File: config.mk
export PLATFORM = sky130hd
export DESIGN_NAME = sync_fifo_param_flat
export DESIGN_NICKNAME = d
export VERILOG_FILES = /design/src/rtl/sync_fifo_pkg.sv /design/src/rtl/sync_fifo_param_if.sv /design/src/rtl/sync_fifo_ram.sv /design/src/rtl/sync_fifo_param.sv /design/src/flat_wrapper.sv
export SDC_FILE = /design/constraint.sdc
export NUM_CORES = 1
export LEC_CHECK = 0
export BUFFER_PORTS_ARGS = -buffer_cell sky130_fd_sc_hd__buf_2
export CAP_MARGIN = 20
export CORE_MARGIN = 2
export CORE_UTILIZATION = 29
export CTS_BUF_LIST = sky130_fd_sc_hd__clkbuf_8
export DETAILED_ROUTE_END_ITERATION = 10
export GPL_TIMING_DRIVEN = 0
export SLEW_MARGIN = 20
export SYNTH_ARGS = -nofsm -noshare
export SYNTH_HDL_FRONTEND = slang
export SYNTH_SLANG_ARGS = --single-unit
File: constraint.sdc
create_clock -name clk -period 4.65 [get_ports clk]
set_input_delay 0.465 -clock clk [delete_from_list [all_inputs] [get_ports clk]]
set_output_delay 0.465 -clock clk [all_outputs]
set_load 0.05 [all_outputs]
File: src/rtl/sync_fifo_pkg.sv
// Shared constants and helpers for the parametrised synchronous FIFO.
// Provides the ceiling-log2 helper used to size pointers and the fill-level
// counter, plus the default geometry used by the interface and the top.
package sync_fifo_pkg;

  localparam int DEF_WIDTH     = 8;
  localparam int DEF_DEPTH     = 16;
  localparam int DEF_AF_MARGIN = 1;
  localparam int DEF_AE_MARGIN = 1;

  // Ceiling log2; DEPTH is a power of two so this is the exact pointer width.
  function automatic int clog2(input int n);
    int r;
    r = 0;
    for (int i = 0; i < 31; i++) begin
      if ((32'sd1 <<< i) < n) begin
        r = i + 1;
      end else begin
        r = r;
      end
    end
    return r;
  endfunction

  // Pointer width and level/left width (one extra bit to represent DEPTH itself).
  localparam int DEF_AW = clog2(DEF_DEPTH);
  localparam int DEF_LW = DEF_AW + 1;

endpackage

File: src/rtl/sync_fifo_param_if.sv
// Producer/consumer bundle for sync_fifo_param.
// master: the side that pushes/pops data; slave: the FIFO itself.
interface sync_fifo_param_if
  import sync_fifo_pkg::*;
#(
  parameter int WIDTH = DEF_WIDTH,
  parameter int DEPTH = DEF_DEPTH
) ();

  localparam int LW = clog2(DEPTH) + 1;

  logic             wr_req;
  logic [WIDTH-1:0] wr_data;
  logic             rd_req;
  logic [WIDTH-1:0] rd_data;
  logic             rd_valid;
  logic             full;
  logic             empty;
  logic             almost_full;
  logic             almost_empty;
  logic [LW-1:0]    level;
  logic [LW-1:0]    left;
  logic             err_clr;
  logic             overflow;
  logic             underflow;

  modport master (
    output wr_req, wr_data, rd_req, err_clr,
    input  rd_data, rd_valid, full, empty, almost_full, almost_empty,
           level, left, overflow, underflow
  );

  modport slave (
    input  wr_req, wr_data, rd_req, err_clr,
    output rd_data, rd_valid, full, empty, almost_full, almost_empty,
           level, left, overflow, underflow
  );

endinterface

File: src/rtl/sync_fifo_ram.sv
// Simple dual-port storage for the FIFO: one write port, one registered read
// port. The array is deliberately not reset; only the read register is.
module sync_fifo_ram #(
  parameter int WIDTH = 8,
  parameter int DEPTH = 16,
  parameter int AW    = 4
) (
  input  logic             clk,
  input  logic             rst,
  input  logic             wr_en,
  input  logic [AW-1:0]    wr_addr,
  input  logic [WIDTH-1:0] wr_data,
  input  logic             rd_en,
  input  logic [AW-1:0]    rd_addr,
  output logic [WIDTH-1:0] rd_data
);

  logic [WIDTH-1:0] mem_r [DEPTH];
  logic [WIDTH-1:0] rd_data_r;

  // Array write; a same-address read in this cycle still returns the old word.
  always_ff @(posedge clk) begin
    if (wr_en) begin
      mem_r[wr_addr] <= wr_data;
    end
  end

  // Registered read port; holds its value when no read is accepted.
  always_ff @(posedge clk) begin
    if (rst) begin
      rd_data_r <= {WIDTH{1'b0}};
    end else if (rd_en) begin
      rd_data_r <= mem_r[rd_addr];
    end
  end

  assign rd_data = rd_data_r;

endmodule

File: src/rtl/sync_fifo_param.sv
// Parametrised single-clock circular-buffer FIFO.
// Holds pointers, fill level, status flags and sticky error flags; storage
// lives in sync_fifo_ram. Optional feature macro: SYNC_FIFO_ERR_EN enables
// the sticky overflow/underflow flags (otherwise they read 0, err_clr inert).
module sync_fifo_param
  import sync_fifo_pkg::*;
#(
  parameter int WIDTH     = DEF_WIDTH,
  parameter int DEPTH     = DEF_DEPTH,
  parameter int AF_MARGIN = DEF_AF_MARGIN,
  parameter int AE_MARGIN = DEF_AE_MARGIN
) (
  input logic             clk,
  input logic             rst,
  sync_fifo_param_if.slave bus
);

  localparam int AW = clog2(DEPTH);
  localparam int LW = AW + 1;
  localparam logic [LW-1:0] DEPTH_L = LW'(DEPTH);
  localparam logic [LW-1:0] AF_TH_L = LW'(DEPTH - AF_MARGIN);
  localparam logic [LW-1:0] AE_TH_L = LW'(AE_MARGIN);

  logic [AW-1:0] wr_ptr_r;
  logic [AW-1:0] rd_ptr_r;
  logic [LW-1:0] level_r;
  logic          rd_valid_r;
  logic          full_s;
  logic          empty_s;
  logic          rd_acc_s;
  logic          wr_acc_s;

  // Status decodes straight off the registered level.
  assign full_s  = (level_r == DEPTH_L);
  assign empty_s = (level_r == {LW{1'b0}});

  // A read frees a slot, so a write into a full FIFO is allowed alongside it.
  // No bypass: a write into an empty FIFO cannot satisfy a same-cycle read.
  assign rd_acc_s = bus.rd_req & ~empty_s;
  assign wr_acc_s = bus.wr_req & (~full_s | rd_acc_s);

  sync_fifo_ram #(
    .WIDTH (WIDTH),
    .DEPTH (DEPTH),
    .AW    (AW)
  ) u_ram (
    .clk     (clk),
    .rst     (rst),
    .wr_en   (wr_acc_s),
    .wr_addr (wr_ptr_r),
    .wr_data (bus.wr_data),
    .rd_en   (rd_acc_s),
    .rd_addr (rd_ptr_r),
    .rd_data (bus.rd_data)
  );

  // Pointer advance; AW-bit arithmetic wraps naturally at DEPTH.
  always_ff @(posedge clk) begin
    if (rst) begin
      wr_ptr_r <= {AW{1'b0}};
      rd_ptr_r <= {AW{1'b0}};
    end else begin
      if (wr_acc_s) begin
        wr_ptr_r <= wr_ptr_r + {{(AW-1){1'b0}}, 1'b1};
      end
      if (rd_acc_s) begin
        rd_ptr_r <= rd_ptr_r + {{(AW-1){1'b0}}, 1'b1};
      end
    end
  end

  // Fill level: net change of accepted writes and reads.
  always_ff @(posedge clk) begin
    if (rst) begin
      level_r <= {LW{1'b0}};
    end else begin
      case ({wr_acc_s, rd_acc_s})
        2'b10:   level_r <= level_r + {{(LW-1){1'b0}}, 1'b1};
        2'b01:   level_r <= level_r - {{(LW-1){1'b0}}, 1'b1};
        default: level_r <= level_r;
      endcase
    end
  end

  // Read-data strobe: one cycle after each accepted read.
  always_ff @(posedge clk) begin
    if (rst) begin
      rd_valid_r <= 1'b0;
    end else begin
      rd_valid_r <= rd_acc_s;
    end
  end

  assign bus.rd_valid     = rd_valid_r;
  assign bus.full         = full_s;
  assign bus.empty        = empty_s;
  assign bus.almost_full  = (level_r >= AF_TH_L);
  assign bus.almost_empty = (level_r <= AE_TH_L);
  assign bus.level        = level_r;
  assign bus.left         = DEPTH_L - level_r;

`ifdef SYNC_FIFO_ERR_EN
  logic overflow_r;
  logic underflow_r;

  // Sticky error flags; a new error event wins over a same-cycle clear.
  always_ff @(posedge clk) begin
    if (rst) begin
      overflow_r  <= 1'b0;
      underflow_r <= 1'b0;
    end else begin
      if (bus.wr_req & ~wr_acc_s) begin
        overflow_r <= 1'b1;
      end else if (bus.err_clr) begin
        overflow_r <= 1'b0;
      end else begin
        overflow_r <= overflow_r;
      end
      if (bus.rd_req & empty_s) begin
        underflow_r <= 1'b1;
      end else if (bus.err_clr) begin
        underflow_r <= 1'b0;
      end else begin
        underflow_r <= underflow_r;
      end
    end
  end

  assign bus.overflow  = overflow_r;
  assign bus.underflow = underflow_r;
`else
  // Error tracking absent: flags stay low; err_clr is masked to zero so it
  // is still read but has no effect.
  assign bus.overflow  = bus.err_clr & 1'b0;
  assign bus.underflow = 1'b0;
`endif

endmodule

File: src/flat_wrapper.sv
// flat-port wrapper written by rule: the top's interface ports become plain ports
module sync_fifo_param_flat import sync_fifo_pkg::*;
#(
  parameter int WIDTH     = DEF_WIDTH,
  parameter int DEPTH     = DEF_DEPTH,
  parameter int AF_MARGIN = DEF_AF_MARGIN,
  parameter int AE_MARGIN = DEF_AE_MARGIN
)
  (clk, rst, bus_wr_req, bus_wr_data, bus_rd_req, bus_err_clr, bus_rd_data, bus_rd_valid, bus_full, bus_empty, bus_almost_full, bus_almost_empty, bus_level, bus_left, bus_overflow, bus_underflow);
  sync_fifo_param_if #(.WIDTH(WIDTH), .DEPTH(DEPTH)) bus_i ();
  input logic clk;
  input logic rst;
  input wire logic [$bits(bus_i.wr_req)-1:0] bus_wr_req;
  input wire logic [$bits(bus_i.wr_data)-1:0] bus_wr_data;
  input wire logic [$bits(bus_i.rd_req)-1:0] bus_rd_req;
  input wire logic [$bits(bus_i.err_clr)-1:0] bus_err_clr;
  output wire logic [$bits(bus_i.rd_data)-1:0] bus_rd_data;
  output wire logic [$bits(bus_i.rd_valid)-1:0] bus_rd_valid;
  output wire logic [$bits(bus_i.full)-1:0] bus_full;
  output wire logic [$bits(bus_i.empty)-1:0] bus_empty;
  output wire logic [$bits(bus_i.almost_full)-1:0] bus_almost_full;
  output wire logic [$bits(bus_i.almost_empty)-1:0] bus_almost_empty;
  output wire logic [$bits(bus_i.level)-1:0] bus_level;
  output wire logic [$bits(bus_i.left)-1:0] bus_left;
  output wire logic [$bits(bus_i.overflow)-1:0] bus_overflow;
  output wire logic [$bits(bus_i.underflow)-1:0] bus_underflow;
  assign bus_i.wr_req = bus_wr_req;
  assign bus_i.wr_data = bus_wr_data;
  assign bus_i.rd_req = bus_rd_req;
  assign bus_i.err_clr = bus_err_clr;
  assign bus_rd_data = bus_i.rd_data;
  assign bus_rd_valid = bus_i.rd_valid;
  assign bus_full = bus_i.full;
  assign bus_empty = bus_i.empty;
  assign bus_almost_full = bus_i.almost_full;
  assign bus_almost_empty = bus_i.almost_empty;
  assign bus_level = bus_i.level;
  assign bus_left = bus_i.left;
  assign bus_overflow = bus_i.overflow;
  assign bus_underflow = bus_i.underflow;
  sync_fifo_param #(.WIDTH(WIDTH), .DEPTH(DEPTH), .AF_MARGIN(AF_MARGIN), .AE_MARGIN(AE_MARGIN)) u_core (.clk(clk), .rst(rst), .bus(bus_i));
endmodule
Word-level counts from Yosys, hierarchy flattened
Memories as Yosys holds them, arrays and structs flattened. A register that Yosys moved wholly into a read port is not among the register bits.
Cells that the tools add are included.
Widths: inputs -> output; s select.
- register bits: 14
- RAM bits: 128
- input port bits: 13
- output and inout port bits: 25
- memories: 1
- memories (name ; words ; width ; rd ports ; clocked after Yosys merged registers in ; wr ports ; line ; text):
    u_core.u_ram.mem_r ; 16 ; 8 ; 1 ; 1 ; 1 ; sync_fifo_ram.sv:18 ; logic [WIDTH-1:0] mem_r [DEPTH];
- add/subtract/negate cells: 5
- $lt $le $gt $ge: 2
- equality and inequality tests: 3
- mux-type cells: 3
- bitwise operators: 5
- reductions and logical operators: 2
- operators with widths (cell ; count):
    $pmux 5 s2 ; 1
    $add 4x1->4 const B ; 2
    $add 5x1->5 const B ; 1
    $eq 5x5->1 const B ; 1
    $ge 5x4->1 const B ; 1
    $le 5x1->1 const B ; 1
    $logic_not 5->1 ; 1
    $sub 5x1->5 const B ; 1
    $sub 5x5->5 const A ; 1
    $and 1x1->1 ; 2
    $eq 2x1->1 const B ; 1
    $eq 2x2->1 const B ; 1
    $mux 1 ; 2
    $not 1->1 ; 2
    $reduce_bool 2->1 ; 1
    $or 1x1->1 ; 1

Logic depth before layout (Yosys ltp)
Gate-level depths: netlist (run 1).
- word-level depth: 7
- depth in mapped cells: 14
- depth with buffers taken out: 12

Modules after synthesis
From an unflattened synthesis (run 1), not the netlist that was laid out.
- cell total of the unflattened synthesis: 410
- area, all modules: 6208.5 µm²
- by module, submodules not included (module ; times used ; cells each ; area each (µm²)):
    sync_fifo_ram ; 1 ; 316 ; 5343.9
    sync_fifo_param ; 1 ; 94 ; 864.6

Least setup slack after synthesis (run 1)
No wires, ideal clock.
- kind: register to register
- from: reg u_core.level_r[0] (netlist: u_core.bus.level[0])
- to: mem u_core.u_ram.mem_r[0][0] (enable)
- arrival: 3.133 ns
- required time: 4.267 ns
- setup slack: 1.133 ns
- stages on the path, launching flop included: 10
- clock period less this slack: 3.517 ns
- cells stage by stage: dfxtp_1 > clkbuf_1 > inv_1 > ha_1 > nor3b_1 > ha_1 > nand2b_1 > a21boi_2 > nand2_1 > nor3_1
- longest elaborated chain between the ends: 7
- elaborated cells on any way between the ends: 9
- classes of those cells: eq/ne: 1; mux: 2; bitwise: 5; reduce/logical: 1
- RTL lines (what ; line ; text):
    start: declaration ; sync_fifo_param.sv:26 ; logic [LW-1:0] level_r;
    start signal: assignment ; sync_fifo_param.sv:75 ; level_r <= {LW{1'b0}};
    start signal: assignment ; sync_fifo_param.sv:78 ; 2'b10: level_r <= level_r + {{(LW-1){1'b0}}, 1'b1};
    start signal: assignment ; sync_fifo_param.sv:79 ; 2'b01: level_r <= level_r - {{(LW-1){1'b0}}, 1'b1};
    $logic_not 5->1 ; sync_fifo_param.sv:35 ; assign empty_s = (level_r == {LW{1'b0}});
    named net bus_empty ; flat_wrapper.sv:20 ; output wire logic [$bits(bus_i.empty)-1:0] bus_empty;
    $not 1->1 ; sync_fifo_param.sv:39 ; assign rd_acc_s = bus.rd_req & ~empty_s;
    $and 1x1->1 ; sync_fifo_param.sv:39 ;
    $or 1x1->1 ; sync_fifo_param.sv:40 ; assign wr_acc_s = bus.wr_req & (~full_s | rd_acc_s);
    $and 1x1->1 ; sync_fifo_param.sv:40 ;
    $mux 1 ; sync_fifo_ram.sv:23 ; if (wr_en) begin
    $mux 1 (not written as such) ; sync_fifo_ram.sv:24 ; mem_r[wr_addr] <= wr_data;
    end: declaration ; sync_fifo_ram.sv:18 ;
The timed path passes the listed nets, and every way through them passes these cells.

Worst setup path after layout (run 1)
- from: reg u_core.level_r[0] (netlist: u_core.bus.level[0])
- to: mem u_core.u_ram.mem_r[9][1] (enable)
- longest elaborated chain between the ends: 7
- elaborated cells on any way between the ends: 9
- classes of those cells: eq/ne: 1; mux: 2; bitwise: 5; reduce/logical: 1
- RTL lines (what ; line):
    $logic_not 5->1 ; sync_fifo_param.sv:35
    $not 1->1 ; sync_fifo_param.sv:39
    $and 1x1->1 ; sync_fifo_param.sv:39
    $or 1x1->1 (*) ; sync_fifo_param.sv:40
    $and 1x1->1 (*) ; sync_fifo_param.sv:40
    $mux 1 (*) ; sync_fifo_ram.sv:23
    $mux 1 (not written as such) (*) ; sync_fifo_ram.sv:24
Mark *: on every way between the ends. The rest lies on a longest branch, timed or not.

==> results of run 1 <==
==> layout make-up <==
class                   instances  area share [%]
plain buffers                  29            2.27
clock buffers                  17            3.27
clock inverters                14            2.59
inverters                       9           0.472
multi-input cells             228            24.4
flip-flops and latches        150            59.9
well taps                     275            4.81
repair buffers                 33            2.31
==> per-layer routing <==
| metal | share of wire [%] | routed length [µm] |
|---|---|---|
| met5 | 0 | 0 |
| met4 | 1.7 | 227 |
| met3 | 4.5 | 590 |
| met2 | 50 | 6590 |
| met1 | 44 | 5830 |
==> kinds of logic after synthesis <==
kind of cell	Yosys count	synth area share (%)
other	1	0.0604
adders and majority gates	13	2.62
DFF	150	69.0
muxes	64	10.9
AOI/OAI and AO/OA	54	6.25
buffers and inverters	38	3.17
and+or+nand+nor	85	6.51
xor gates and xnor gates	10	1.41
==> cells in the final DEF, fill, tap and decap left out, types with 2 or more instances in the layout <==
cell          n
edfxtp_1    128
mux2i_1      61
buf_2        43
nor2_1       29
nand2_1      23
dfxtp_1      22
a22oi_1      21
clkbuf_8     17
ha_1         13
a21oi_1      11
inv_1         9
clkbuf_1      8
nand3_1       8
buf_4         7
a221oi_1      7
xor2_1        6
nand2b_1      4
xnor2_1       4
nor3_2        4
bufinv_16     4
clkinv_2      4
nor3_1        3
mux4_2        3
nor2b_1       3
buf_1         2
and3_1        2
buf_6         2
a31oi_1       2
o21ai_0       2
conb_1        2
clkinvlp_4    2
clkinv_4      2
==> power groups by stage <==
stage / clock (W) / combinational (W) / sequential, W
after floorplan: 0 / 0.000656 / 0.00173
final: 0.00104 / 0.00104 / 0.00157
after global placement: 0 / 0.00102 / 0.00160
after global routing: 0.00113 / 0.00111 / 0.00158
after CTS: 0.00107 / 0.00105 / 0.00157
after detailed placement: 0 / 0.00104 / 0.00160
==> state kept, by name, indices dropped and copies added, names as in the netlist <==
name,cells
u_core.bus.rd_valid,1
u_core.u_ram.mem_r,128
u_core.rd_ptr_r,4
u_core.bus.level,5
u_core.wr_ptr_r,4
u_core.u_ram.rd_data,8
==> critical path: stages (launching register included) <==
cell	delay, ps
dfxtp_1	410
clkbuf_1	340
inv_1	120
ha_1	240
nor3b_1	170
ha_1	260
nand2b_1	240
a21boi_2	320
nand2_1	210
nor2_1	690
==> through the flow <==
| step | setup slack (ps) | hold slack (ps) | std cells |
|---|---|---|---|
| 6_report | 1290 | 212 | 755 |
| 2_1_floorplan | 1130 | 501 | 416 |
| 3_5_place_dp | 1130 | 502 | 724 |
| 4_1_cts | 1100 | 180 | 755 |
| 5_1_grt | 1050 | 185 | 755 |
| 3_3_place_gp | 999 | 506 | 724 |
==> worst max-delay path by stage <==
stage               depth (start not counted)  slack [ps]                        end
finish                                      9        1290   u_core.u_ram.mem_r[9][1]
global route                                9        1050  u_core.u_ram.mem_r[10][6]
CTS                                         9        1100   u_core.u_ram.mem_r[0][2]
detailed placement                          9        1130   u_core.u_ram.mem_r[0][3]
global placement                            9        1000   u_core.u_ram.mem_r[1][7]
floorplan                                   9        1130   u_core.u_ram.mem_r[0][0]
==> impl_metrics.tcl, run 1 <==
set metrics [dict create \
    startpoint "u_core.bus.level[0]" \
    ios 38 \
    p_switching_w 0.00127 \
    power_density_nw_per_um2 511 \
    yosys-top-cells-count "128 x edfxtp_1, 61 x mux2i_1, 29 x nor2_1" \
    drt_iter0_markers 268 \
    clock_skew_ps 13.9 \
    drive_above_1_share_pct 19.8 \
    min_period_over_period_pct 72.2 \
    synth_most_common_cell "edfxtp_1" \
    crit_arrival_ps 3430 \
    diodes 0 \
    place.gp.congestion 0.792 \
    ctsResizeCount 0 \
    cts_max_path_buffers 2 \
    reg2reg_from "u_core.bus.level[0]" \
    path_class "reg -> reg" \
    hp-class "in -> reg" \
    overflow 0 \
    cp.required_ps 4720 \
    insertion_delay_ps 450 \
    internal_power_w 0.00239 \
    nets 494 \
    synth_ff_type "edfxtp_1" \
    cts_tree "built" \
    grt_pass1_vias 3606 \
    drc_errors 0 \
    postCtsSetupRepairBufs 0 \
    cts.sinks 150 \
    core_area_um2 21000 \
    syn-cell-area_um2 6200 \
    endpoint_kind "register" \
    cts-buffers-inserted 17 \
    synth_top_area_share_pct 61.9 \
    antenna_found_initial 0 \
    synth_cell_types 47 \
    cts.hold.buffers_added 0 \
    fmax_mhz 298 \
    hold_end "u_core.bus.level[2]" \
    pwr-share-comb_pct 28.5 \
    setup_tns_ps 0 \
    maxSlewViolCount 0 \
    finalHoldViolations 0 \
    syn_inst 415 \
    swShare_pct 34.7 \
    power_w 0.00366 \
    syn2layout_area_growth_pct 15.3 \
    die_x_um 150 \
    synth.ff_latch_count 150 \
    syn_area_per_cell_um2 15.0 \
    grt_max_degree 17 \
    num_rows 53 \
    r2r_setup_slack_ps 1290 \
    fill_cells 2014 \
    die_h_um 150 \
    root_buffer "clkbuf_8" \
    power_frac_seq_pct 43.0 \
    dr.pass1.iters 5 \
    dp_hpwl_um 9180 \
    async_flop_share_pct 0 \
    dpl_cell_area_um2 6730 \
    grt_use_met3_pct 3.21 \
    r2r_cells 9 \
    start_util_pct 29.5 \
    grt_pass1_wl_um 20500 \
    io_buffers 33 \
    startpoint_type "register" \
    cts_htree_levels 4 \
    grtUsageTotal_pct 12.5 \
    vias 3519 \
    setup_violations 0 \
    vdd_ir_drop_max_v 0.000640 \
    outcome "complete, no violations" \
    period_needed_ps 3360 \
    multi_input_area_um2 1750 \
    wl_um 13200 \
    synth-edff-count 128 \
    whs_path_depth 2 \
    fin_area_um2 7160 \
    wl_per_cell_um 17.5 \
    grt_busiest_layer "met2" \
    yosys_warnings 0 \
    drv_cap 0 \
    antenna_left 0 \
    synth_area_leaders "edfxtp_1 62%, mux2i_1 9.8%, dfxtp_1 7.1%" \
    use_met1_pct 15.4 \
    clockPowerShare_pct 28.5 \
    grt_setup_unrepaired "false" \
    die_area_um2 22600 \
    regArea_um2 4280 \
    final_util_pct 34.0 \
    r2r_end "u_core.u_ram.mem_r[9][1]" \
    tightest_slew_ps 853 \
    min_from "rst" \
    cp_max_fo 8 \
    grtUsageMet2_pct 21.0 \
    p_leak_nw 2.42 \
    path_clk_slew_ps 80 \
    slew_headroom_pct 42.9 \
    vias_per_cell 4.66 \
    ys_seq_area_share_pct 69.0 \
    yosysTopAreaCell "edfxtp_1" \
]
Note: power is estimated with default switching activity, not from simulation.
==> run 2: changes to the inputs <==
--- a/config.mk
+++ b/config.mk
@@ -5,6 +5,7 @@
 export SDC_FILE = /design/constraint.sdc
 export NUM_CORES = 1
 export LEC_CHECK = 0
+export ABC_AREA = 1
 export BUFFER_PORTS_ARGS = -buffer_cell sky130_fd_sc_hd__buf_2
 export CAP_MARGIN = 20
 export CORE_MARGIN = 2
==> constraint.sdc (replaced) <==
create_clock -name clk -period 3.42 [get_ports clk]
set_input_delay 0.342 -clock clk [delete_from_list [all_inputs] [get_ports clk]]
set_output_delay 0.342 -clock clk [all_outputs]
set_load 0.05 [all_outputs]
==> impl_metrics.tcl, run 2 <==
set metrics [dict create \
    outcome "complete, no violations" \
    endpoint_kind "register" \
    setup_tns_ps 0 \
    io_buffers 34 \
    grt_setup_unrepaired "false" \
    crit_cells 12 \
    root_buffer "clkbuf_8" \
    drc_errors 0 \
    use_met1_pct 16.9 \
    path_class "reg -> reg" \
    postCtsSetupRepairBufs 0 \
    synth_xor_area_share_pct 0.409 \
    antenna_found_initial 0 \
    swShare_pct 39.8 \
    crit_family "simple AND/OR/NAND/NOR gates" \
    ctsResizeCount 0 \
    dp_hpwl_um 10200 \
    synth_area_leaders "edfxtp_1 60%, nand2_1 11%, nand3_1 8.5%" \
    startpoint_type "register" \
    grt_busiest_layer "met2" \
    maxSlewViolCount 0 \
    cts.hold.buffers_added 0 \
    p_switching_w 0.00230 \
    yosys-top-cells-count "190 x nand2_1, 128 x edfxtp_1, 109 x nand3_1" \
    setup_violations 0 \
    power_density_nw_per_um2 783 \
    yosys_warnings 0 \
    fmax_mhz 327 \
    vdd_ir_drop_max_v 0.000351 \
    async_flop_share_pct 0 \
    grtUsageTotal_pct 13.2 \
    path_clk_slew_ps 80 \
    mostFrequentLayoutCell "nand2_1" \
    power_frac_seq_pct 37.8 \
    syn2layout_area_growth_pct 14.7 \
    worstPathCellList "inv_1, ha_1, nand2_1, nor2_1, ha_1, nor2_2, inv_2, nand2_1, nand2_2, inv_2, nand2_1, nor2_1" \
    drive_above_1_share_pct 15.4 \
    cts_max_path_buffers 2 \
    ys_seq_area_share_pct 66.7 \
    hp-class "in -> reg" \
    overflow 0 \
    whs_path_depth 4 \
    synth_top_area_share_pct 59.8 \
    cts_htree_levels 4 \
    cts.sinks 150 \
    grtUsageMet2_pct 21.5 \
    p_leak_nw 2.88 \
    cts_tree "built" \
    num_rows 54 \
    cp.required_ps 3500 \
    diodes 0 \
    drv_cap 0 \
    crit_buf_inv 3 \
    synth_top_family_by_area "simple AND/OR/NAND/NOR gates" \
    vias 4292 \
    syn-cell-area_um2 6420 \
    period_needed_ps 3060 \
    synthAdderAreaFrac_pct 2.53 \
    regMostFlops "u_core.u_ram.mem_r" \
    r2r_cells 12 \
    grt_max_degree 17 \
    dpl_cell_area_um2 6950 \
    slew_headroom_pct 44.8 \
    antenna_left 0 \
    core_area_um2 21800 \
    min_from "rst" \
    vias_per_cell 4.52 \
    min_period_over_period_pct 89.3 \
    grt_pass1_wl_um 23200 \
    nets 682 \
    wl_um 15000 \
    die_x_um 153 \
    multi_input_area_um2 1790 \
    internal_power_w 0.00347 \
    fin_area_um2 7370 \
    yosysTopAreaCell "edfxtp_1" \
    drt_iter0_markers 359 \
    critical-path-slowest-cell "nor2_1" \
    pwr-share-comb_pct 37.6 \
    fill_cells 2225 \
    reg2reg_from "u_core.bus.level[0]" \
    grt_use_met3_pct 4.54 \
    synth.ff_latch_count 150 \
    start_util_pct 29.5 \
    clock_skew_ps 11.0 \
    r2r_end "u_core.u_ram.mem_r[7][1]" \
    ios 38 \
    crit_arrival_ps 3140 \
    max_stage_delay_ps 680 \
    syn_area_per_cell_um2 10.7 \
    largest_reg_flops 128 \
    synth-compound-area-share_pct 2.14 \
    wl_per_cell_um 15.8 \
    synth-simple-area-share_pct 22.6 \
    synth-edff-count 128 \
    place.gp.congestion 0.846 \
    syn_inst 602 \
    final_cell_mix "190 x nand2_1, 128 x edfxtp_1, 109 x nand3_1" \
    cp_common_cell "nand2_1" \
    r2r_setup_slack_ps 360 \
    finalHoldViolations 0 \
    dr.pass1.iters 5 \
    synth_cell_types 26 \
    grt_pass1_vias 4157 \
    tightest_slew_ps 825 \
    hold_end "u_core.u_ram.rd_data[7]" \
    synthMuxAreaShare_pct 0 \
    clockPowerShare_pct 24.6 \
    die_h_um 153 \
    insertion_delay_ps 460 \
    synth_ff_type "edfxtp_1" \
    cts-buffers-inserted 17 \
    cp_max_fo 8 \
    regArea_um2 4280 \
    die_area_um2 23400 \
    synth_most_common_cell "nand2_1" \
]
[run 2: how the worst max path moves through the flow]
stage	start	end	slack [ps]
floorplan	u_core.bus.level[0]	u_core.bus.level[2]	290
global placement	u_core.bus.level[0]	u_core.u_ram.mem_r[7][1]	380
detailed placement	u_core.bus.level[0]	u_core.u_ram.mem_r[7][1]	340
CTS	u_core.bus.level[0]	u_core.u_ram.mem_r[7][6]	310
global route	u_core.bus.level[0]	u_core.u_ram.mem_r[7][6]	60
finish	u_core.bus.level[0]	u_core.u_ram.mem_r[7][1]	360
[run 2: routing by layer]
layer	share of wire, %	vias to the layer above
met5	0	-
met4	0.97	0
met3	6.5	13
met2	48	105
met1	45	2025
li1	-	2149
[run 2: cells by family (layout without fill, tap and decap cells)]
family / after synthesis / after routing
AOI/OAI and AO/OA: 27 / 27
xor gates and xnor gates: 3 / 3
adders and majority gates: 13 / 13
buffers and inverters: 62 / 128
DFF: 150 / 150
other: 1 / 2
and+or+nand+nor: 346 / 346
[run 2: stage by stage]
stage,setup WS (ps),utilization (%),power (W),hold WS [ps],instances
3_3_place_gp,381,31.9,0.00437,497,917
3_5_place_dp,344,31.9,0.00440,505,917
2_1_floorplan,292,-,0.00382,441,603
5_1_grt,64.7,33.9,0.00610,183,949
6_report,365,33.9,0.00577,175,949
4_1_cts,310,33.9,0.00581,151,949
[run 2: tightest hold or removal path: stages]
cell,delay [ps]
buf_2,110
nor2_1,50
nand2_1,50
inv_1,30
[run 2: power groups by stage]
stage	logic, W	clock network [W]	registers, W
after floorplan	0.00140	0	0.00243
after global placement	0.00215	0	0.00222
after detailed placement	0.00217	0	0.00222
after CTS	0.00218	0.00145	0.00218
after global routing	0.00239	0.00152	0.00220
final	0.00217	0.00142	0.00218
[run 2: layout make-up]
class,instances,area share (%)
flip-flops and latches,150,58.2
clock buffers,19,3.55
clock inverters,13,2.14
multi-input cells,391,24.3
plain buffers,31,3.21
inverters,31,1.61
well taps,280,4.76
repair buffers,34,2.31
==> run 3: changes to the inputs <==
--- a/config.mk
+++ b/config.mk
@@ -10,7 +10,7 @@
 export CAP_MARGIN = 20
 export CORE_MARGIN = 2
 export CORE_UTILIZATION = 29
-export CTS_BUF_LIST = sky130_fd_sc_hd__clkbuf_8
+export CTS_BUF_LIST = sky130_fd_sc_hd__clkbuf_2 sky130_fd_sc_hd__clkbuf_4 sky130_fd_sc_hd__clkbuf_8
 export DETAILED_ROUTE_END_ITERATION = 10
 export GPL_TIMING_DRIVEN = 0
 export SLEW_MARGIN = 20
==> impl_metrics.tcl, run 3 (synthesis gave the netlist of run 2 again) <==
set metrics [dict create \
    whs_ps 172 \
    vias_per_cell 4.51 \
    dpl_cell_area_um2 6950 \
    vias 4280 \
    hp-class "in -> reg" \
    regArea_um2 4280 \
    cts_tree "built" \
    dp_hpwl_um 10200 \
    num_rows 54 \
    setup_tns_ps 0 \
    crit_family "simple AND/OR/NAND/NOR gates" \
    nets 682 \
    place.gp.congestion 0.846 \
    endpoint_kind "register" \
    syn2layout_area_growth_pct 14.8 \
    cts-buffers-inserted 17 \
    die_x_um 153 \
    start_util_pct 29.5 \
    root_buffer "clkbuf_8" \
    io_buffers 34 \
    grt_setup_unrepaired "false" \
    critical-path-slowest-cell "nor2_1" \
    regMostFlops "u_core.u_ram.mem_r" \
    startpoint_type "register" \
    cts.sinks 150 \
    crit_arrival_ps 3140 \
    antenna_left 0 \
    mostFrequentLayoutCell "nand2_1" \
    min_period_over_period_pct 89.3 \
    multi_input_area_um2 1790 \
    insertion_delay_ps 460 \
    cp_common_cell "nand2_1" \
    max_stage_delay_ps 680 \
    maxSlewViolCount 0 \
    postCtsSetupRepairBufs 0 \
    core_area_um2 21800 \
    power_density_nw_per_um2 785 \
    wl_um 15000 \
    setup_violations 0 \
    fmax_mhz 327 \
    fill_cells 2221 \
    drt_iter0_markers 367 \
    ctsResizeCount 0 \
    slew_headroom_pct 44.6 \
    drc_errors 0 \
    dr.pass1.iters 5 \
    crit_buf_inv 3 \
    final_cell_mix "190 x nand2_1, 128 x edfxtp_1, 109 x nand3_1" \
    clock_skew_ps 11.7 \
    p_leak_nw 2.88 \
    grt_pass1_vias 4155 \
    vdd_ir_drop_max_v 0.000351 \
    grt_pass1_wl_um 23200 \
    die_area_um2 23400 \
    drive_above_1_share_pct 15.7 \
    r2r_setup_slack_ps 370 \
    path_clk_slew_ps 80 \
    finalHoldViolations 0 \
    worstPathCellList "inv_1, ha_1, nand2_1, nor2_1, ha_1, nor2_2, inv_2, nand2_1, nand2_2, inv_2, nand2_1, nor2_1" \
    ios 38 \
    overflow 0 \
    wl_per_cell_um 15.8 \
    cp_max_fo 8 \
    fin_area_um2 7370 \
    period_needed_ps 3050 \
    cts.hold.buffers_added 0 \
    drv_cap 0 \
    diodes 0 \
    path_class "reg -> reg" \
    die_h_um 153 \
    outcome "complete, no violations" \
    tightest_slew_ps 827 \
    antenna_found_initial 0 \
    grt_max_degree 17 \
    largest_reg_flops 128 \
    grtUsageTotal_pct 13.2 \
    cts_max_path_buffers 2 \
    cp.required_ps 3500 \
    cts_htree_levels 4 \
]
## run 3: layer usage
metal	track usage (%)	share of wire, %	vias up
met3	4.54	6.8	16
met1	16.9	44	2010
met5	0	0	-
met4	3.04	1.0	0
li1	-	-	2152
met2	21.6	48	102
## run 3: worst min-delay path: stages
cell and delay, ps:
buf_2 110, nor2_1 50, nand2_1 50, inv_1 30
## run 3: power breakdown
group | switching (W) | internal [W] | total, W
Sequential | 0.0000767 | 0.00210 | 0.00218
Clock | 0.000658 | 0.000779 | 0.00144
Combinational | 0.00156 | 0.000608 | 0.00217
## run 3: worst paths after layout
kind	startpoint	to	cells past startpoint
setup reg to reg	u_core.bus.level[0]	u_core.u_ram.mem_r[7][1]	12
hold / removal	rst	u_core.u_ram.rd_data[7]	4
setup / recovery	u_core.bus.level[0]	u_core.u_ram.mem_r[7][1]	12
hold reg to reg	u_core.wr_ptr_r[3]	u_core.wr_ptr_r[3]	2
## run 3: area by class of cell
type	instances	share of cell area, %
inverter	31	1.61
buffer	31	3.21
multi-input combinational	391	24.2
clock inverter	11	2.04
timing repair buffer	34	2.31
clock buffer	21	3.75
sequential	150	58.1
tap	280	4.75
## run 3: stage by stage
step | util (%) | power [W] | setup WS (ps) | cells
4_1_cts | 33.9 | 0.00583 | 310 | 949
2_1_floorplan | - | 0.00382 | 292 | 603
3_5_place_dp | 31.9 | 0.00440 | 344 | 917
3_3_place_gp | 31.9 | 0.00437 | 381 | 917
5_1_grt | 33.9 | 0.00613 | 64.7 | 949
6_report | 33.9 | 0.00578 | 366 | 949
